## src/rtl/mem_access_unit_if.sv

```systemverilog
// Request/response handshake between the core and mem_access_unit, plus the
// data-memory and memory-mapped IO buses the unit drives.
interface mem_access_unit_if #(
  parameter int DMEM_AW = 14
);
  logic               req;
  logic               mem_read;
  logic               mem_write;
  logic [2:0]         funct3;
  logic [31:0]        addr;
  logic [31:0]        wdata;
  logic               busy;
  logic               done;
  logic [31:0]        rdata;
  logic               fault;
  logic               dmem_en;
  logic [DMEM_AW-1:0] dmem_addr;
  logic [3:0]         dmem_we;
  logic [31:0]        dmem_wdata;
  logic [31:0]        dmem_rdata;
  logic               io_en;
  logic [3:0]         io_we;
  logic [31:0]        io_addr;
  logic [31:0]        io_wdata;
  logic [31:0]        io_rdata;

  modport slave (
    input  req, mem_read, mem_write, funct3, addr, wdata, dmem_rdata, io_rdata,
    output busy, done, rdata, fault, dmem_en, dmem_addr, dmem_we, dmem_wdata,
           io_en, io_we, io_addr, io_wdata
  );

  modport master (
    output req, mem_read, mem_write, funct3, addr, wdata, dmem_rdata, io_rdata,
    input  busy, done, rdata, fault, dmem_en, dmem_addr, dmem_we, dmem_wdata,
           io_en, io_we, io_addr, io_wdata
  );
endinterface

```

## src/rtl/mem_access_unit.sv

```systemverilog
// Load/store stage: one data-memory or MMIO access per request via a 4-state FSM.
// Define MAU_MISALIGN_TRAP_EN to flag misaligned half/word accesses instead of forcing alignment.
module mem_access_unit #(
  parameter int          DMEM_AW = 14,
  parameter logic [31:0] IO_BASE = 32'hFFFF_FC00
) (
  input  logic        clk,
  input  logic        rst_n,
  mem_access_unit_if.slave bus
);

  typedef enum logic [1:0] {IDLE, ACCESS, CAPTURE, DONE} state_t;

  state_t             state_q;
  logic [2:0]         funct3_q;
  logic [1:0]         offset_q;
  logic               isLoad_q;
  logic               isIo_q;
  logic               busy_q;
  logic               done_q;
  logic               fault_q;
  logic [31:0]        rdata_q;
  logic               dmemEn_q;
  logic [DMEM_AW-1:0] dmemAddr_q;
  logic [3:0]         dmemWe_q;
  logic [31:0]        dmemWdata_q;
  logic               ioEn_q;
  logic [3:0]         ioWe_q;
  logic [31:0]        ioAddr_q;
  logic [31:0]        ioWdata_q;

  logic        accept;
  logic        toIo;
  logic        misaligned;
  logic [3:0]  storeWe;
  logic [31:0] storeData;
  logic [31:0] rawRdata;
  logic [7:0]  byteSel;
  logic [15:0] halfSel;
  logic [31:0] loadData;

  // funct3[1:0]: 00 byte, 01 half, anything else is handled as a full word.
  always_comb begin
    accept    = bus.req && (bus.mem_read || bus.mem_write);
    toIo      = (bus.addr >= IO_BASE);
    storeWe   = 4'b1111;
    storeData = bus.wdata;
    case (bus.funct3[1:0])
      2'b00: begin
        storeWe   = 4'b0001 << bus.addr[1:0];
        storeData = {4{bus.wdata[7:0]}};
      end
      2'b01: begin
        storeWe   = bus.addr[1] ? 4'b1100 : 4'b0011;
        storeData = {2{bus.wdata[15:0]}};
      end
      default: ;
    endcase
    if (!bus.mem_write) storeWe = 4'b0000;
`ifdef MAU_MISALIGN_TRAP_EN
    misaligned = ((bus.funct3[1:0] == 2'b01) && bus.addr[0]) ||
                 (bus.funct3[1] && (bus.addr[1:0] != 2'b00));
`else
    misaligned = 1'b0;
`endif
  end

  always_comb begin
    rawRdata = isIo_q ? bus.io_rdata : bus.dmem_rdata;
    byteSel  = rawRdata[7:0];
    case (offset_q)
      2'd1:    byteSel = rawRdata[15:8];
      2'd2:    byteSel = rawRdata[23:16];
      2'd3:    byteSel = rawRdata[31:24];
      default: ;
    endcase
    halfSel  = offset_q[1] ? rawRdata[31:16] : rawRdata[15:0];
    loadData = rawRdata;
    case (funct3_q[1:0])
      2'b00:   loadData = {{24{~funct3_q[2] & byteSel[7]}}, byteSel};
      2'b01:   loadData = {{16{~funct3_q[2] & halfSel[15]}}, halfSel};
      default: ;
    endcase
  end

  // Every bus output is registered; strobes default low so they pulse only in ACCESS.
  always_ff @(posedge clk or negedge rst_n) begin
    if (!rst_n) begin
      state_q     <= IDLE;
      funct3_q    <= '0;
      offset_q    <= '0;
      isLoad_q    <= 1'b0;
      isIo_q      <= 1'b0;
      busy_q      <= 1'b0;
      done_q      <= 1'b0;
      fault_q     <= 1'b0;
      rdata_q     <= '0;
      dmemEn_q    <= 1'b0;
      dmemAddr_q  <= '0;
      dmemWe_q    <= '0;
      dmemWdata_q <= '0;
      ioEn_q      <= 1'b0;
      ioWe_q      <= '0;
      ioAddr_q    <= '0;
      ioWdata_q   <= '0;
    end else begin
      dmemEn_q <= 1'b0;
      dmemWe_q <= '0;
      ioEn_q   <= 1'b0;
      ioWe_q   <= '0;
      done_q   <= 1'b0;
      fault_q  <= 1'b0;
      case (state_q)
        IDLE: begin
          if (accept) begin
            funct3_q <= bus.funct3;
            offset_q <= bus.addr[1:0];
            isLoad_q <= !bus.mem_write;
            isIo_q   <= toIo;
            busy_q   <= 1'b1;
            if (misaligned) begin
              state_q <= DONE;
              done_q  <= 1'b1;
              fault_q <= 1'b1;
            end else begin
              state_q     <= ACCESS;
              dmemEn_q    <= !toIo;
              ioEn_q      <= toIo;
              dmemWe_q    <= toIo ? 4'b0000 : storeWe;
              ioWe_q      <= toIo ? storeWe : 4'b0000;
              dmemAddr_q  <= bus.addr[DMEM_AW+1:2];
              ioAddr_q    <= bus.addr;
              dmemWdata_q <= storeData;
              ioWdata_q   <= storeData;
            end
          end
        end
        ACCESS: begin
          if (isLoad_q) begin
            state_q <= CAPTURE;
          end else begin
            state_q <= DONE;
            done_q  <= 1'b1;
          end
        end
        CAPTURE: begin
          rdata_q <= loadData;
          state_q <= DONE;
          done_q  <= 1'b1;
        end
        DONE: begin
          state_q <= IDLE;
          busy_q  <= 1'b0;
        end
        default: state_q <= IDLE;
      endcase
    end
  end

  assign bus.busy       = busy_q;
  assign bus.done       = done_q;
  assign bus.fault      = fault_q;
  assign bus.rdata      = rdata_q;
  assign bus.dmem_en    = dmemEn_q;
  assign bus.dmem_addr  = dmemAddr_q;
  assign bus.dmem_we    = dmemWe_q;
  assign bus.dmem_wdata = dmemWdata_q;
  assign bus.io_en      = ioEn_q;
  assign bus.io_we      = ioWe_q;
  assign bus.io_addr    = ioAddr_q;
  assign bus.io_wdata   = ioWdata_q;

endmodule
```

## src/flat_wrapper.sv

```systemverilog
// flat-port wrapper written by rule: the top's interface ports become plain ports
module mem_access_unit_flat 
#(
  parameter int          DMEM_AW = 14,
  parameter logic [31:0] IO_BASE = 32'hFFFF_FC00
)
  (clk, rst_n, bus_req, bus_mem_read, bus_mem_write, bus_funct3, bus_addr, bus_wdata, bus_dmem_rdata, bus_io_rdata, bus_busy, bus_done, bus_rdata, bus_fault, bus_dmem_en, bus_dmem_addr, bus_dmem_we, bus_dmem_wdata, bus_io_en, bus_io_we, bus_io_addr, bus_io_wdata);
  mem_access_unit_if #(.DMEM_AW(DMEM_AW)) bus_i ();
  input  logic clk;
  input  logic rst_n;
  input wire logic [$bits(bus_i.req)-1:0] bus_req;
  input wire logic [$bits(bus_i.mem_read)-1:0] bus_mem_read;
  input wire logic [$bits(bus_i.mem_write)-1:0] bus_mem_write;
  input wire logic [$bits(bus_i.funct3)-1:0] bus_funct3;
  input wire logic [$bits(bus_i.addr)-1:0] bus_addr;
  input wire logic [$bits(bus_i.wdata)-1:0] bus_wdata;
  input wire logic [$bits(bus_i.dmem_rdata)-1:0] bus_dmem_rdata;
  input wire logic [$bits(bus_i.io_rdata)-1:0] bus_io_rdata;
  output wire logic [$bits(bus_i.busy)-1:0] bus_busy;
  output wire logic [$bits(bus_i.done)-1:0] bus_done;
  output wire logic [$bits(bus_i.rdata)-1:0] bus_rdata;
  output wire logic [$bits(bus_i.fault)-1:0] bus_fault;
  output wire logic [$bits(bus_i.dmem_en)-1:0] bus_dmem_en;
  output wire logic [$bits(bus_i.dmem_addr)-1:0] bus_dmem_addr;
  output wire logic [$bits(bus_i.dmem_we)-1:0] bus_dmem_we;
  output wire logic [$bits(bus_i.dmem_wdata)-1:0] bus_dmem_wdata;
  output wire logic [$bits(bus_i.io_en)-1:0] bus_io_en;
  output wire logic [$bits(bus_i.io_we)-1:0] bus_io_we;
  output wire logic [$bits(bus_i.io_addr)-1:0] bus_io_addr;
  output wire logic [$bits(bus_i.io_wdata)-1:0] bus_io_wdata;
  assign bus_i.req = bus_req;
  assign bus_i.mem_read = bus_mem_read;
  assign bus_i.mem_write = bus_mem_write;
  assign bus_i.funct3 = bus_funct3;
  assign bus_i.addr = bus_addr;
  assign bus_i.wdata = bus_wdata;
  assign bus_i.dmem_rdata = bus_dmem_rdata;
  assign bus_i.io_rdata = bus_io_rdata;
  assign bus_busy = bus_i.busy;
  assign bus_done = bus_i.done;
  assign bus_rdata = bus_i.rdata;
  assign bus_fault = bus_i.fault;
  assign bus_dmem_en = bus_i.dmem_en;
  assign bus_dmem_addr = bus_i.dmem_addr;
  assign bus_dmem_we = bus_i.dmem_we;
  assign bus_dmem_wdata = bus_i.dmem_wdata;
  assign bus_io_en = bus_i.io_en;
  assign bus_io_we = bus_i.io_we;
  assign bus_io_addr = bus_i.io_addr;
  assign bus_io_wdata = bus_i.io_wdata;
  mem_access_unit #(.DMEM_AW(DMEM_AW), .IO_BASE(IO_BASE)) u_core (.clk(clk), .rst_n(rst_n), .bus(bus_i));
endmodule
```

## config.mk

```make
export PLATFORM = sky130hd
export DESIGN_NAME = mem_access_unit_flat
export DESIGN_NICKNAME = d
export VERILOG_FILES = /design/src/rtl/mem_access_unit_if.sv /design/src/rtl/mem_access_unit.sv /design/src/flat_wrapper.sv
export SDC_FILE = /design/constraint.sdc
export NUM_CORES = 1
export LEC_CHECK = 0
export CORE_ASPECT_RATIO = 1.25
export CORE_MARGIN = 2
export CORE_UTILIZATION = 42
export DETAILED_ROUTE_END_ITERATION = 12
export PLACE_DENSITY = 0.92
export SLEW_MARGIN = 30
export SYNTH_ARGS = -nofsm -noshare
export SYNTH_HDL_FRONTEND = slang
export SYNTH_SLANG_ARGS = --single-unit
```

## constraint.sdc

```tcl
create_clock -name clk -period 2 [get_ports clk]
set_input_delay 0.4 -clock clk [delete_from_list [all_inputs] [get_ports clk]]
set_output_delay 0.4 -clock clk [all_outputs]
set_load 0.1 [all_outputs]
```

## After elaboration in Yosys (flattened, before gate mapping)

Cells that the tools add are included.
W data, S select, Z words.

| word-level totals | value |
|---|---|
| register bits after elaboration | 131 |
| input bits | 136 |
| output and inout port bits | 155 |

| operators by class | value |
|---|---|
| order comparisons | 1 |
| equal/unequal tests | 9 |
| shift operators | 1 |
| mux-type cells | 25 |
| bitwise logic cells | 3 |
| reductions and logical operators | 10 |

Operator list:

| cell | number |
|---|---|
| $pmux W32 S2 | 2 |
| $ge A32 B32 Y1 const B | 1 |
| $mux W32 | 1 |
| $mux W4 | 8 |
| $pmux W8 S3 | 1 |
| $mux W16 | 1 |
| $eq A2 B1 Y1 const B | 4 |
| $eq A2 B2 Y1 const B | 4 |
| $pmux W2 S4 | 1 |
| $pmux W4 S2 | 1 |
| $mux W1 | 7 |
| $logic_not A2 Y1 | 3 |
| $pmux W1 S2 | 2 |
| $reduce_and A2 Y1 | 2 |
| $shl A1 B2 Y4 const A | 1 |
| $and A1 B1 Y1 | 2 |
| $logic_not A1 Y1 | 2 |
| $mux W2 | 1 |
| $ne A2 B1 Y1 const B | 1 |
| $reduce_bool A2 Y1 | 1 |
| $logic_and A1 B1 Y1 | 1 |
| $logic_or A1 B1 Y1 | 1 |
| $not A1 Y1 | 1 |

## Logic depth before layout (Yosys ltp)

| depth | value |
|---|---|
| word-level depth | 6 |
| gate-level depth with buffers | 7 |
| depth with buffers taken out | 5 |

## Worst setup path after synthesis

No wires, ideal clock.

| timing | value |
|---|---|
| path kind | reg2reg |
| from | reg, netlist name u_core.bus.io_addr[1] |
| to | reg u_core.rdata_q[20] (netlist: u_core.bus.rdata[20]) |
| library setup time | 0.088 ns |
| arrival | 2.111 ns |
| slack | -0.199 ns |
| stages on the path, launching flop included | 7 |
| path buffers | 2 |
| period minus slack after synthesis | 2.199 ns |
| path through | dfrtp_1 -> buf_2 -> nor2_1 -> a211oi_2 -> o211ai_2 -> buf_4 -> a41oi_1 |

RTL lines:

| element | line | text |
|---|---|---|
| end signal: assignment | mem_access_unit.sv:147 | `rdata_q <= loadData;` |
| end: declaration | mem_access_unit.sv:22 | `logic [31:0] rdata_q;` |

## Final worst setup path

| timing | value |
|---|---|
| from | reg u_core.ioAddr_q[1] (netlist: u_core.bus.io_addr[1]) |
| to | out bus_io_addr[1] |

RTL lines:

| element | line | text |
|---|---|---|
| start: declaration | mem_access_unit.sv:29 | `logic [31:0] ioAddr_q;` |
| start signal: assignment | mem_access_unit.sv:132 | `ioAddr_q <= bus.addr;` |
| end: declaration | flat_wrapper.sv:29 | `output wire logic [$bits(bus_i.io_addr)-1:0] bus_io_addr;` |

No word-level cell between the ends.

==> results by group <==
Run status
  • Outcome: finished clean

Logic synthesis
  • Area leader, netlist: dfrtp_1
  • Post-Syn Instances: 676
  • Synth warnings: 0
  • Syn_area_per_cell: 9.27 sq um
  • Flop and latch count out of synthesis: 115
  • Post-Syn Nets: 816
  • Top_reg_cell synth: dfrtp_1
  • Post-synth ARST share: 1.00
  • Number of flops mapped to enable cells by yosys: 0
  • Unique masters post-synth: 39
  • Post-synth top area share: 0.459
  • Sequential share of the synthesized area: 0.459
  • Syn Std Cell Area: 6270 sq um
  • Top post-synthesis cells by area: dfrtp_1 46%, nand2_1 11%, mux2i_1 7.7%

Timing
  • Worst hold margin: 0.0908 ns
  • Fmax: 524 MHz
  • Unrepaired setup endpoints after global routing: no
  • Clk_skew: 0.0105 ns
  • Final worst-path cycle share: 0.954
  • Final setup viols: 0
  • Relative slew margins: 0.558
  • Final Critical Period: 1.91 ns
  • Slew @ Worst Pin: 0.664 ns
  • Final Hold Viols: 0
  • Fin. max-slew vios: 0

CTS
  • Clk slew on worst S/H paths: 0.05 ns
  • TritonCTS Sinks: 115
  • Post-CTS setup buffers: 0
  • Clock Tree Root: clkbuf_16
  • Worst skew pair latency: 0.40 ns
  • Clock Path Buffers: 2
  • Post-CTS Hold Buffers: 0
  • Total CTS buffers: 17
  • H-tree levels: 4
  • CTS tree: done

Setup path
  • Critical path type: register to output pin
  • Worst R2R End: u_core.bus.rdata[3]
  • CP max-delay cell: dfrtp_4
  • Req. time, crit path: 1.60 ns
  • Arr. time, crit path: 1.51 ns
  • Top cell by count, worst path: buf_12
  • Crit-path cells: buf_12 -> buf_4 -> buf_12
  • Worst R2R Setup Slack: 0.12 ns
  • Critical Path End Type: output pin
  • Delay of the slowest critical-path stage: 0.57 ns
  • Reg2Reg Launch Point: u_core.isIo_q
  • CP max FO: 16
  • Reg2Reg Depth: 5
  • Startpoint types: register

Cells and area
  • Commonest non-fill, non-tap cell in the layout: buf_4
  • Area Growth Syn to Fin: 50.7%
  • Ant. Diodes: 0
  • Final net count: 1070
  • Most frequent cells in the layout: 182 x buf_4, 175 x nand2_1, 134 x clkdlybuf4s50_1
  • Fraction of layout cells with a size suffix above 1: 0.275

GRT
  • Vias in the first global route: 5987
  • First-pass GRT wire length: 30900 microns
  • GRT Total Usage: 0.247
  • Number of antenna violations at the first check in global routing: 0
  • Pin count of the biggest net entering global routing: 116
  • Total global routing overflow: 0

Floorplanning
  • Starting Density: 0.433
  • Die height: 141 microns
  • Row Count: 49
  • Die Footprint: 15900 sq um
  • Top Ports: 291
  • Die Span X: 113 microns
  • Core ar.: 14500 sq um

Drt
  • 1st-iter DRT viols: 405
  • ANT nets after route: 0
  • Via count: 5915
  • WL final: 19800 microns
  • Residual DRC: 0
  • Via density: 5.28
  • Drt first pass iters: 5
  • Drt wl/cell: 17.7 microns

Run
  • Max Cap Violations: 0

Placement
  • Detail Placement HPWL: 14800 microns
  • Number of buffers added on ports: 289
  • Gpl congestion: 0.900

Hold path
  • Hold Path Class: input pin to async pin
## cells by family (layout without fill, tap and decap cells)
group           Yosys count  after routing  synth area share
simple gates            266            266             0.178
flops                   115            115             0.459
compound gates          115            115             0.114
other cells               1              1          0.000598
fa+ha+maj                 4              4           0.00798
buf+inv                  98            365            0.0980
mux                      77             77             0.142
## cell usage after synthesis, types with 6 or more instances
cell      number
nand2_1      176
dfrtp_1      115
buf_4         53
mux2i_1       48
nor2_1        44
o21ai_0       36
a21oi_1       30
clkbuf_1      25
mux2_2        20
nor2b_1       15
a41oi_1       14
a31oi_1       10
o22ai_1       10
nand3_1        9
nor3b_1        8
a211o_1        7
buf_2          7
mux4_2         7
inv_1          6
## final cells by class
| class | count | area [sq um] |
|---|---|---|
| Clock inverter | 9 | 128 |
| Inverter | 6 | 22.5 |
| Multi-Input combinational cell | 463 | 2780 |
| Clock buffer | 23 | 478 |
| Timing Repair Buffer | 327 | 2930 |
| Fill cell | 1132 | 5020 |
| Sequential cell | 115 | 2890 |
| Tap cell | 178 | 223 |
## worst max path at each step
| stage | slack (ns) | end | from |
|---|---|---|---|
| 3_3_place_gp | -0.08 | u_core.bus.io_we[2] | bus_addr[22] |
| 3_5_place_dp | -0.19 | u_core.bus.io_we[2] | bus_addr[22] |
| 4_1_cts | 0.05 | bus_io_addr[1] | u_core.bus.io_addr[1] |
| 2_1_floorplan | 0.02 | u_core.bus.rdata[0] | u_core.bus.io_addr[0] |
| 6_report | 0.09 | bus_io_addr[1] | u_core.bus.io_addr[1] |
| 5_1_grt | 0.04 | bus_io_addr[1] | u_core.bus.io_addr[1] |
## worst max-delay path: cells and delay by family, from the launching register on
family	cells	cell delay, ns
flops	1	0.57
buf+inv	3	0.53
## timing repair
item / CTS / global route
resized for setup: 0 / 2
endpoints found under the setup margin: 0 / 3
endpoints found under the hold margin: 0 / 0
## through the flow
stage               instance area, sq um  cells  setup WS [ns]  setup TNS (ns)   util
CTS                                 9440   1121         0.0470               0  0.653
floorplan                           6270    676         0.0248               0      -
global placement                    8840   1089        -0.0796          -0.231  0.611
detailed placement                  8840   1089         -0.188          -0.748  0.611
finish                              9450   1121         0.0924               0  0.653
global route                        9450   1121         0.0384               0  0.653
## routing by layer
layer	part of all wire	global-route usage
met3	0.079	0.0705
met1	0.37	0.282
met2	0.51	0.428
met4	0.032	0.110
met5	0	0
## registers in the layout, summed over array words and instances (netlist names)
register / cells
u_core.bus.busy: 1
u_core.bus.dmem_en: 1
u_core.bus.dmem_wdata: 32
u_core.bus.dmem_we: 4
u_core.bus.done: 1
u_core.bus.io_addr: 32
u_core.bus.io_en: 1
u_core.bus.io_we: 4
u_core.bus.rdata: 32
u_core.funct3_q: 3
u_core.isIo_q: 1
u_core.isLoad_q: 1
u_core.state_q: 2
Power is not shown: default switching activity piles up to over one toggle a cycle in this logic, so the estimate is an artifact.
